`config.mk`:
```
export PLATFORM = sky130hd
export DESIGN_NAME = frame_write_buffer_flat
export DESIGN_NICKNAME = d
export VERILOG_FILES = /design/src/rtl/fwb_pkg.sv /design/src/rtl/frame_write_buffer_if.sv /design/src/rtl/fwb_fifo.sv /design/src/rtl/frame_write_buffer.sv /design/src/flat_wrapper.sv
export SDC_FILE = /design/constraint.sdc
export NUM_CORES = 1
export LEC_CHECK = 0
export CORE_MARGIN = 2
export CORE_UTILIZATION = 50
export DETAILED_ROUTE_END_ITERATION = 16
export PLACE_DENSITY = 0.74
export SLEW_MARGIN = 20
export SYNTH_ARGS = -nofsm -noshare
export SYNTH_HDL_FRONTEND = slang
export SYNTH_SLANG_ARGS = --single-unit
```
`constraint.sdc`:
```
create_clock -name clock -period 4.5 [get_ports clock]
set_input_delay 0.9 -clock clock [delete_from_list [all_inputs] [get_ports clock]]
set_output_delay 0.9 -clock clock [all_outputs]
set_load 0.1 [all_outputs]
```
`src/rtl/fwb_pkg.sv`:
```
// Shared types and constants for the frame write buffer: FSM states, count width helper, default frame size.
package fwb_pkg;

  typedef enum logic [1:0] {
    IDLE,
    DRAIN,
    CLEAR
  } state_t;

  localparam int FB_WORDS_DEFAULT = 307200;

  // Occupancy needs one extra bit so a full FIFO (count == DEPTH) is representable.
  function automatic int cnt_w(input int depth);
    return $clog2(depth) + 1;
  endfunction

endpackage

```
`src/rtl/frame_write_buffer_if.sv`:
```
// Processor write port and frame-buffer write port of the buffer; master drives writes and grant, slave is the buffer.
interface frame_write_buffer_if #(
  parameter int ADDR_W = 19,
  parameter int DATA_W = 8
);
  logic              wr_en;
  logic [ADDR_W-1:0] wr_addr;
  logic [DATA_W-1:0] wr_data;
  logic              wr_full;
  logic              fb_grant;
  logic              fb_we;
  logic [ADDR_W-1:0] fb_addr;
  logic [DATA_W-1:0] fb_data;

  modport master (
    output wr_en, wr_addr, wr_data, fb_grant,
    input  wr_full, fb_we, fb_addr, fb_data
  );

  modport slave (
    input  wr_en, wr_addr, wr_data, fb_grant,
    output wr_full, fb_we, fb_addr, fb_data
  );

endinterface

```
`src/rtl/fwb_fifo.sv`:
```
// Synchronous FIFO, head visible combinationally; push lands the next cycle.
// Caller must not push when full nor pop when empty; pointers wrap modulo DEPTH.
module fwb_fifo
  import fwb_pkg::*;
#(
  parameter int DEPTH = 16,
  parameter int W     = 27
) (
  input  logic                    clock,
  input  logic                    reset,
  input  logic                    push,
  input  logic [W-1:0]            push_dat,
  input  logic                    pop,
  output logic [W-1:0]            head_dat,
  output logic                    full,
  output logic                    empty,
  output logic [cnt_w(DEPTH)-1:0] count
);

  localparam int AW = $clog2(DEPTH);
  localparam int CW = cnt_w(DEPTH);

  logic [W-1:0]  mem [DEPTH];
  logic [AW-1:0] wr_ptr;
  logic [AW-1:0] rd_ptr;

  assign head_dat = mem[rd_ptr];
  assign full     = (count == CW'(DEPTH));
  assign empty    = (count == '0);

  always_ff @(posedge clock) begin
    if (push) mem[wr_ptr] <= push_dat;
  end

  always_ff @(posedge clock) begin
    if (reset) begin
      wr_ptr <= '0;
      rd_ptr <= '0;
      count  <= '0;
    end else begin
      if (push) wr_ptr <= wr_ptr + AW'(1);
      if (pop)  rd_ptr <= rd_ptr + AW'(1);
      count <= count + CW'(push) - CW'(pop);
    end
  end

endmodule

```
`src/rtl/frame_write_buffer.sv`:
```
// Queues pixel writes and drains them to the frame buffer on fb_grant; hardware clear mode, range/overflow flags.
// Push to fb_we is two cycles with grant held; wr_full backpressures the processor. FWB_STATS_EN adds hwm/drop_cnt.
module frame_write_buffer
  import fwb_pkg::*;
#(
  parameter int ADDR_W   = 19,
  parameter int DATA_W   = 8,
  parameter int DEPTH    = 16,
  parameter int FB_WORDS = FB_WORDS_DEFAULT
) (
  input  logic                    clock,
  input  logic                    reset,
  frame_write_buffer_if.slave     bus,
  input  logic                    clear_req,
  input  logic [DATA_W-1:0]       clear_color,
  output logic                    clear_busy,
  output logic                    clear_done,
  output logic [cnt_w(DEPTH)-1:0] count,
  output logic                    overflow,
  output logic                    bad_addr,
  input  logic                    flag_clr
`ifdef FWB_STATS_EN
  ,
  output logic [cnt_w(DEPTH)-1:0] hwm,
  output logic [15:0]             drop_cnt
`endif
);

  localparam int                CW       = cnt_w(DEPTH);
  localparam int                EW       = ADDR_W + DATA_W;
  localparam logic [ADDR_W:0]   FB_LIM   = (ADDR_W+1)'(FB_WORDS);
  localparam logic [ADDR_W-1:0] CLR_LAST = ADDR_W'(FB_WORDS - 1);

  state_t            state;
  logic              fifo_full;
  logic              fifo_empty;
  logic              addr_ok;
  logic              push;
  logic              pop;
  logic              clear_go;
  logic              clear_pend;
  logic [EW-1:0]     head;
  logic [ADDR_W-1:0] clr_addr;
  logic [DATA_W-1:0] clr_color;

  assign addr_ok     = ({1'b0, bus.wr_addr} < FB_LIM);
  assign push        = bus.wr_en && !fifo_full && addr_ok;
  assign clear_go    = (state == IDLE) && (clear_req || clear_pend);
  // IDLE pops too, so a lone write reaches fb_we without waiting for the DRAIN transition.
  assign pop         = (state != CLEAR) && !clear_go && !fifo_empty && bus.fb_grant;
  assign bus.wr_full = fifo_full;

  fwb_fifo #(.DEPTH(DEPTH), .W(EW)) u_fifo (
    .clock    (clock),
    .reset    (reset),
    .push     (push),
    .push_dat ({bus.wr_addr, bus.wr_data}),
    .pop      (pop),
    .head_dat (head),
    .full     (fifo_full),
    .empty    (fifo_empty),
    .count    (count)
  );

  always_ff @(posedge clock) begin
    if (reset) begin
      state       <= IDLE;
      clear_pend  <= 1'b0;
      clr_addr    <= '0;
      clr_color   <= '0;
      clear_busy  <= 1'b0;
      clear_done  <= 1'b0;
      bus.fb_we   <= 1'b0;
      bus.fb_addr <= '0;
      bus.fb_data <= '0;
    end else begin
      bus.fb_we  <= 1'b0;
      clear_done <= 1'b0;
      if (pop) begin
        bus.fb_we                  <= 1'b1;
        {bus.fb_addr, bus.fb_data} <= head;
      end
      case (state)
        IDLE: begin
          if (clear_go) begin
            state      <= CLEAR;
            clear_busy <= 1'b1;
            clr_addr   <= '0;
            clear_pend <= 1'b0;
            if (clear_req) clr_color <= clear_color;
          end else if (!fifo_empty) begin
            state <= DRAIN;
          end
        end
        DRAIN: begin
          if (clear_req) begin
            clear_pend <= 1'b1;
            clr_color  <= clear_color;
          end
          if (fifo_empty || (pop && !push && count == CW'(1))) state <= IDLE;
        end
        CLEAR: begin
          if (bus.fb_grant) begin
            bus.fb_we   <= 1'b1;
            bus.fb_addr <= clr_addr;
            bus.fb_data <= clr_color;
            if (clr_addr == CLR_LAST) begin
              clear_done <= 1'b1;
              clear_busy <= 1'b0;
              state      <= IDLE;
            end else begin
              clr_addr <= clr_addr + ADDR_W'(1);
            end
          end
        end
        default: state <= IDLE;
      endcase
    end
  end

  // flag_clr wins over a same-cycle set event.
  always_ff @(posedge clock) begin
    if (reset || flag_clr) begin
      overflow <= 1'b0;
      bad_addr <= 1'b0;
    end else begin
      if (bus.wr_en && fifo_full) overflow <= 1'b1;
      if (bus.wr_en && !addr_ok)  bad_addr <= 1'b1;
    end
  end

`ifdef FWB_STATS_EN
  logic drop;
  assign drop = bus.wr_en && (fifo_full || !addr_ok);

  always_ff @(posedge clock) begin
    if (reset || flag_clr) begin
      hwm      <= '0;
      drop_cnt <= '0;
    end else begin
      if (count > hwm) hwm <= count;
      if (drop && drop_cnt != 16'hFFFF) drop_cnt <= drop_cnt + 16'd1;
    end
  end
`endif

endmodule

```
`src/flat_wrapper.sv`:
```
// flat-port wrapper written by rule: the top's interface ports become plain ports
module frame_write_buffer_flat import fwb_pkg::*;
#(
  parameter int ADDR_W   = 19,
  parameter int DATA_W   = 8,
  parameter int DEPTH    = 16,
  parameter int FB_WORDS = FB_WORDS_DEFAULT
)
  (clock, reset, clear_req, clear_color, clear_busy, clear_done, count, overflow, bad_addr, flag_clr, bus_wr_en, bus_wr_addr, bus_wr_data, bus_fb_grant, bus_wr_full, bus_fb_we, bus_fb_addr, bus_fb_data);
  frame_write_buffer_if #(.ADDR_W(ADDR_W), .DATA_W(DATA_W)) bus_i ();
  input  logic clock;
  input  logic reset;
  input  logic clear_req;
  input  logic [DATA_W-1:0] clear_color;
  output logic clear_busy;
  output logic clear_done;
  output logic [cnt_w(DEPTH)-1:0] count;
  output logic overflow;
  output logic bad_addr;
  input  logic flag_clr;
  input wire logic [$bits(bus_i.wr_en)-1:0] bus_wr_en;
  input wire logic [$bits(bus_i.wr_addr)-1:0] bus_wr_addr;
  input wire logic [$bits(bus_i.wr_data)-1:0] bus_wr_data;
  input wire logic [$bits(bus_i.fb_grant)-1:0] bus_fb_grant;
  output wire logic [$bits(bus_i.wr_full)-1:0] bus_wr_full;
  output wire logic [$bits(bus_i.fb_we)-1:0] bus_fb_we;
  output wire logic [$bits(bus_i.fb_addr)-1:0] bus_fb_addr;
  output wire logic [$bits(bus_i.fb_data)-1:0] bus_fb_data;
  assign bus_i.wr_en = bus_wr_en;
  assign bus_i.wr_addr = bus_wr_addr;
  assign bus_i.wr_data = bus_wr_data;
  assign bus_i.fb_grant = bus_fb_grant;
  assign bus_wr_full = bus_i.wr_full;
  assign bus_fb_we = bus_i.fb_we;
  assign bus_fb_addr = bus_i.fb_addr;
  assign bus_fb_data = bus_i.fb_data;
  frame_write_buffer #(.ADDR_W(ADDR_W), .DATA_W(DATA_W), .DEPTH(DEPTH), .FB_WORDS(FB_WORDS)) u_core (.clock(clock), .reset(reset), .bus(bus_i), .clear_req(clear_req), .clear_color(clear_color), .clear_busy(clear_busy), .clear_done(clear_done), .count(count), .overflow(overflow), .bad_addr(bad_addr), .flag_clr(flag_clr));
endmodule
```
; Yosys cells after proc, flatten, opt, wreduce, memory -nomap -nowiden
; Memories as Yosys holds them, arrays and structs flattened. A register that Yosys moved wholly into a read port is not among the register bits.
; Cells that the tools add are included.
[word_totals]
in_bits = 41
mem_count = 1
ff_bits = 75
ram_bits = 432
elab_cells = 98
[op_classes]
reduce_logical = 28
bitwise = 2
magnitude_cmp = 1
n_eq_ne = 13
add_sub_neg = 5
muxes = 34
[memory_table]
columns = memory, depth, word_bits, read_ports, rd_ports_with_merged_regs, write_ports, line
row1 = u_core.u_fifo.mem, 16, 27, 1, 1, 1, fwb_fifo.sv:23  ; logic [W-1:0] mem [DEPTH];
[ops]
columns = op, n
row1 = 19-bit 2-to-1 mux, 6
row2 = 8-bit 2-to-1 mux, 5
row3 = 19-bit case mux with 2 select lines, 1
row4 = 19-bit by 1-bit adder with 19-bit output (second input constant), 1
row5 = 19-bit == test (second input constant), 1
row6 = 19-bit < comparator (second input constant), 1
row7 = 8-bit case mux with 2 select lines, 1
row8 = 4-bit AND reduction, 3
row9 = 1-bit 2-to-1 mux, 11
row10 = 1-bit logical AND, 10
row11 = 2-bit 2-to-1 mux, 5
row12 = 4-bit by 1-bit adder with 4-bit output (second input constant), 2
row13 = 4-bit 2-to-1 mux, 2
row14 = 2-bit != test (second input constant), 4
row15 = 2-bit by 1-bit != test with 1-bit output (second input constant), 3
row16 = 2-bit case mux with 3 select lines, 1
row17 = 5-bit by 1-bit adder with 5-bit output, 1
row18 = 5-bit by 1-bit == test with 1-bit output (second input constant), 1
row19 = 5-bit == test (second input constant), 1
row20 = 1-bit zero test, 5
row21 = 5-bit zero test, 1
row22 = 5-bit by 1-bit subtractor with 5-bit output, 1
row23 = 1-bit case mux with 2 select lines, 2
row24 = 2-bit nonzero test, 2
row25 = other kinds (9), 12

; Longest topological paths before layout
[logic_depth]
ltp_word = 11
mapped_depth = 14
ltp_nobuf = 14

; Modules after synthesis
; Synthesis repeated with hierarchy kept, for this count alone.
[unflattened]
cells_unflattened = 1045
hier_area_um2 = 19743.9
[modules_own_cells]
columns = mod, instances, cells_each, area_each_um2, seq_area_each_um2
row1 = fwb_fifo, 1, 759, 17142.7, 13312.8
row2 = frame_write_buffer, 1, 286, 2601.2, 1241.2

; Worst setup path before layout
; No wires, ideal clock.
[synth_timing]
path_kind = register to register
start = register u_core.u_fifo.count[4]
end = register u_core.u_fifo.count[4]
t_arrival_ps = 6037
path_slack_ps = -1607
period_less_slack_ps = 6107
stages_incl_launch_ff = 13
setup_ps = 71
required_time_ps = 4429
cell_sequence = dfxtp_1 -> nor4bb_1 -> nand2b_1 -> a21oi_1 -> inv_1 -> ha_1 -> inv_1 -> ha_1 -> fa_1 -> a21oi_1 -> nor2_1 -> or3_1 -> a21oi_1
[synth_between]
elab_chain_cells = 6
word_cells_on_any_way = 10
[synth_rtl]
columns = item, line
row1 = start: declaration, fwb_fifo.sv:17  ; output logic [cnt_w(DEPTH)-1:0] count
row2 = start signal: assignment, fwb_fifo.sv:43  ; count <= count + CW'(push) - CW'(pop);
row3 = 5-bit == test, fwb_fifo.sv:28  ; assign full = (count == CW'(DEPTH));
row4 = via bus_wr_full, flat_wrapper.sv:25  ; output wire logic [$bits(bus_i.wr_full)-1:0] bus_wr_full;
row5 = 1-bit zero test, frame_write_buffer.sv:47  ; assign push = bus.wr_en && !fifo_full && addr_ok;
row6 = 1-bit logical AND (2 in a row), frame_write_buffer.sv:47
row7 = 5-bit by 1-bit adder with 5-bit output, fwb_fifo.sv:43
row8 = 5-bit by 1-bit subtractor with 5-bit output, fwb_fifo.sv:43
; The timed path passes the listed nets, and every way through them passes these cells.
; A chain may end at the register's enable or synchronous reset.

; Worst setup path in the final report
[layout_timing]
start = register u_core.u_fifo.count[3]
end = output bus_wr_full
[layout_between]
elab_chain_cells = 1
[layout_rtl]
columns = item, line
row1 = 5-bit == test, fwb_fifo.sv:28
row2 = end: declaration, flat_wrapper.sv:25
; No other way between the ends.

==> summary by stage <==
Floorplan
The number of standard-cell rows in the floorplan is roughly 70. The floorplan step set the die width to 203 um. The core box area is 0.0388 sq mm. The full die area is just over 0.04 sq mm. In this run the vertical extent of the chip is 203 um. For this design the top-level I/O count stands at 79. Once the floorplan was initialized, standard cells occupied 50.9% of the core.

Worst setup path
The buffer and inverter count on the worst path is 2. The launch point of the critical path is u_core.u_fifo.count[3]. The worst setup slack for register-to-register paths is about 1400 ps.

The worst reg2reg path startpoint is u_core.u_fifo.count[3]. Walking the worst path, the cells encountered are inv_1, ha_1, nor4bb_4, clkdlybuf4s50_1. In this design, the stage delay of the slowest critical-path cell is between 1000 and 1500 ps.

The worst setup path is of the reg -> out kind. The type of destination of the critical path is a primary output. The maximum fanout along the worst path is 3. The worst setup path is launched from a register. Data on the critical path arrives at its endpoint at a little under 3000 ps. The required time at the worst-slack endpoint is about 3600 ps. The kind of cell with the highest combined delay along the critical path is buffers and inverters. The cell at the slowest stage of the critical path is clkdlybuf4s50_1.

Global routing
Entering global routing, the biggest net connects 52 pins. The initial antenna violation count is 1. Global routing finished with a remaining overflow of 0. The all-layer global routing usage is 23.0%.

The via count of the first global-routing pass came to about 11k. The wire length of the first global-routing pass is 68.8 mm.

Route
The total iterations of the first detailed-routing run is 9. After detailed routing, no signal wire sits above met4. The detailed router finished its first iteration with around 1.3k violations. The number of remaining DRC errors is 0. Summed over all nets, wire length on met3 after detailed routing comes to between 4 and 5 mm. The number of vias in the routed layout is 10.7k. For this block, the routed nets add up to approximately 47 mm of wire. Wire segments on met2 add up to 21.6 mm in the final route. In the final routed layout, each cell accounts on average for ~27 um. The detailed router put a total of ~19 mm of wire on met1. The average vias per placed instance is about 6.1. Once detail routing completed, the nets flagged for antenna violations numbered 0.

CTS
The TritonCTS clock tree is done. The buffer levels on the longest clock path is 3. The sink count of the clock tree is just over 500. Post-CTS repair changed the size of 0 cells. After clock tree synthesis, the flow added hold-fix buffers numbering 0. The library cell used as clock root buffer is clkbuf_16. The TritonCTS buffer count is 48. The clock latency at the later pin of the worst-skew pair is between 500 and 600 ps.

The number of setup buffers added after CTS is 0. CTS built an H-tree with a depth of 2. The clock transition at the register clock pins on the worst setup and hold paths after CTS is ~60 ps.

Final layout
The number of standard cells in the layout, taps in and fillers out is ~1.7k. From synthesis to final layout, the design area changed by 16.6%. Counting the fill cells in the layout gives about 2.7k.

The post-route netlist has 23.6% of its cells at a drive strength greater than 1. The count of antenna diodes in the layout is 0. The final layout contains 1232 nets.

Power and ir drop
Of the total power, combinational logic draws 18.0%. The cell leakage power is ~7.2 nW. The power density normalized to cell area is ~500 mW/mm^2. The switching share of total power is between 20 and 30%.

The net switching power figure is between 3 and 4 mW. The internal power of the cells totals about 8.4 mW. Per report_power, the clock group accounts for between 30% and 40% of the total.

The sequential share of power is 46.9%. IR analysis of the VDD net gives a maximum drop of 0.254 mV.

Placement
At the end of routability-driven placement, the weighted congestion stood at around 0.8. Summed over all nets, the half-perimeter wirelength after detailed placement is between 20 and 30 mm. In this run the tool buffered the top-level ports with 78 buffer cells.

The total placed cells including tap cells is around 1.6k.

Synth
The number of synthesis warnings is 0. Synthesis inferred between 500 and 600 register bits. The share of synthesized area occupied by flip-flops and latches is 73.6%. The proportion of synthesized flip-flops having asynchronous set or reset is 0%. The most common cell in the netlist is edfxtp_1. Yosys attributes the largest share of cell area to edfxtp_1, mux4_2, dfxtp_1. Synthesis produced a netlist whose cell count is 1066. The prevailing post-synth register cell is edfxtp_1. Summed over its instances, the top area cell type makes up between 60% and 70% of the synthesized netlist area.

The synthesized cell area is between 0.015 and 0.02 sq mm. The number of nets handed over by synthesis was around 1.1k. In the synthesized netlist, the cells that appear most often are edfxtp_1, mux4_2, dfxtp_1, nor2_1, a21oi_1.

The cell type contributing the most total cell area after synthesis is edfxtp_1. The number of enable flip-flop cells after synthesis is about 430. After synthesis, the netlist uses 54 different library cells.

In this run the mean area of a mapped cell was around 19 sq um.

Timing
The count of pins over their slew limit is 0. Setup violations remaining at the end of the flow were counted as 0. The number of failing hold endpoints at the final stage came to 0. Setup total negative slack on the finished layout was measured at 0 ps. Setup repair after global routing left no endpoint under its margin. For the pin with the worst max-slew slack, the measured transition is just over 1000 ps.

The worst-case clock skew is between 20 and 25 ps. The post-route minimum period is around 3800 ps. The post-route fraction of the period consumed by the critical path is around 85%. The maximum frequency from static timing analysis is between 0.2 and 0.3 GHz. Headroom to the max-slew limit came out at around 30%.

Hold path
The type of the most critical hold path is reg -> reg. The critical hold path startpoint is u_core.clr_color[6].

Flow run
Max-cap violations in this run came to 0.

Outcome
The flow ran to the end, and the final reports show no timing, DRC or antenna violations.
[placed cells by master (no fill, tap or decap), types with 6 or more instances in the layout]
cell type and instances:
nand2b_1 8, o22ai_1 33, clkinv_2 9, xnor2_1 9
buf_4 40, nand2_1 36, bufinv_16 6, nand4_1 8
a21oi_1 41, clkbuf_1 7, o21ai_0 9, mux4_2 111
clkinv_1 6, inv_1 17, and3_1 9, nor4_1 11
edfxtp_1 432, nor2_1 49, nor3_1 6, o32ai_1 11
clkdlybuf4s50_1 77, ha_1 12, nor2_4 12, mux2_2 27
dfxtp_1 75, clkbuf_16 49, or3_1 9
[layout make-up]
cell class                      count  area [sq um]  area share, %
Timing Repair Buffer              122          1160           5.01
Clock buffer                       57          1270           5.49
Inverter                           18          67.6          0.293
Sequential cell                   511         14600           63.2
Tap cell                          518           648           2.81
Multi-Input combinational cell    477          5040           21.8
Clock inverter                     30           323           1.40
[path summary, 6_finish.rpt]
kind / endpoint / cells past startpoint
worst max register to register: u_core.u_fifo.count[4] / 13
worst min register to register: u_core.clr_color[6] / 2
worst max-delay path: bus_wr_full / 4
worst min-delay path: u_core.clr_color[6] / 2
[state kept, by name, indices dropped and copies added (netlist names), 2 cells and up, named ones only]
name,flops
u_core.clr_addr,19
u_core.u_fifo.rd_ptr,4
u_core.bus.fb_addr,19
u_core.clr_color,8
u_core.u_fifo.count,5
u_core.u_fifo.mem,432
u_core.state,2
u_core.bus.fb_data,8
u_core.u_fifo.wr_ptr,4
[metal layers]
metal,track usage [%],vias to the layer above
li1,-,4539
met1,32.7,5498
met2,34.7,544
met3,6.28,74
met4,7.98,0
met5,0,-
[stage by stage]
| stage | setup WS (ps) | hold WS (ps) | utilization [%] | power (mW) | area [sq um] |
|---|---|---|---|---|---|
| 3_3_place_gp | 442 | 446 | 55.3 | 7.58 | 21500 |
| 6_report | 696 | 463 | 59.4 | 11.6 | 23100 |
| 2_1_floorplan | 322 | 436 | - | 6.99 | 19800 |
| 3_5_place_dp | 442 | 453 | 55.3 | 7.62 | 21500 |
| 4_1_cts | 697 | 461 | 59.4 | 11.7 | 23100 |
| 5_1_grt | 602 | 482 | 59.4 | 12.0 | 23100 |
[worst register-to-register path: stages (launching register included)]
cell	delay, ps
dfxtp_1	330
inv_1	90
ha_1	200
or4b_1	490
o211ai_2	110
inv_2	150
ha_1	310
inv_1	40
ha_1	190
fa_1	410
a21oi_1	160
nor2_1	60
or3_1	340
a21oi_1	140
[logic make-up (layout without fill, tap and decap cells)]
family	Yosys count	in the layout	synth area share, %
compound gates	126	126	4.22
xor+xnor	13	13	0.576
fa+ha+maj	13	13	0.860
buf+inv	78	227	1.71
flops	511	511	73.6
mux	142	142	14.4
simple gates	183	183	4.66
[power groups by stage]
stage / logic [mW] / clock network [mW] / registers (mW)
5_1_grt: 2.20 / 4.32 / 5.46
2_1_floorplan: 0.947 / 0 / 6.04
3_3_place_gp: 2.05 / 0 / 5.53
6_report: 2.08 / 4.07 / 5.44
4_1_cts: 2.09 / 4.12 / 5.44
3_5_place_dp: 2.08 / 0 / 5.54
No activity file was read; power rests on OpenSTA's default activity.
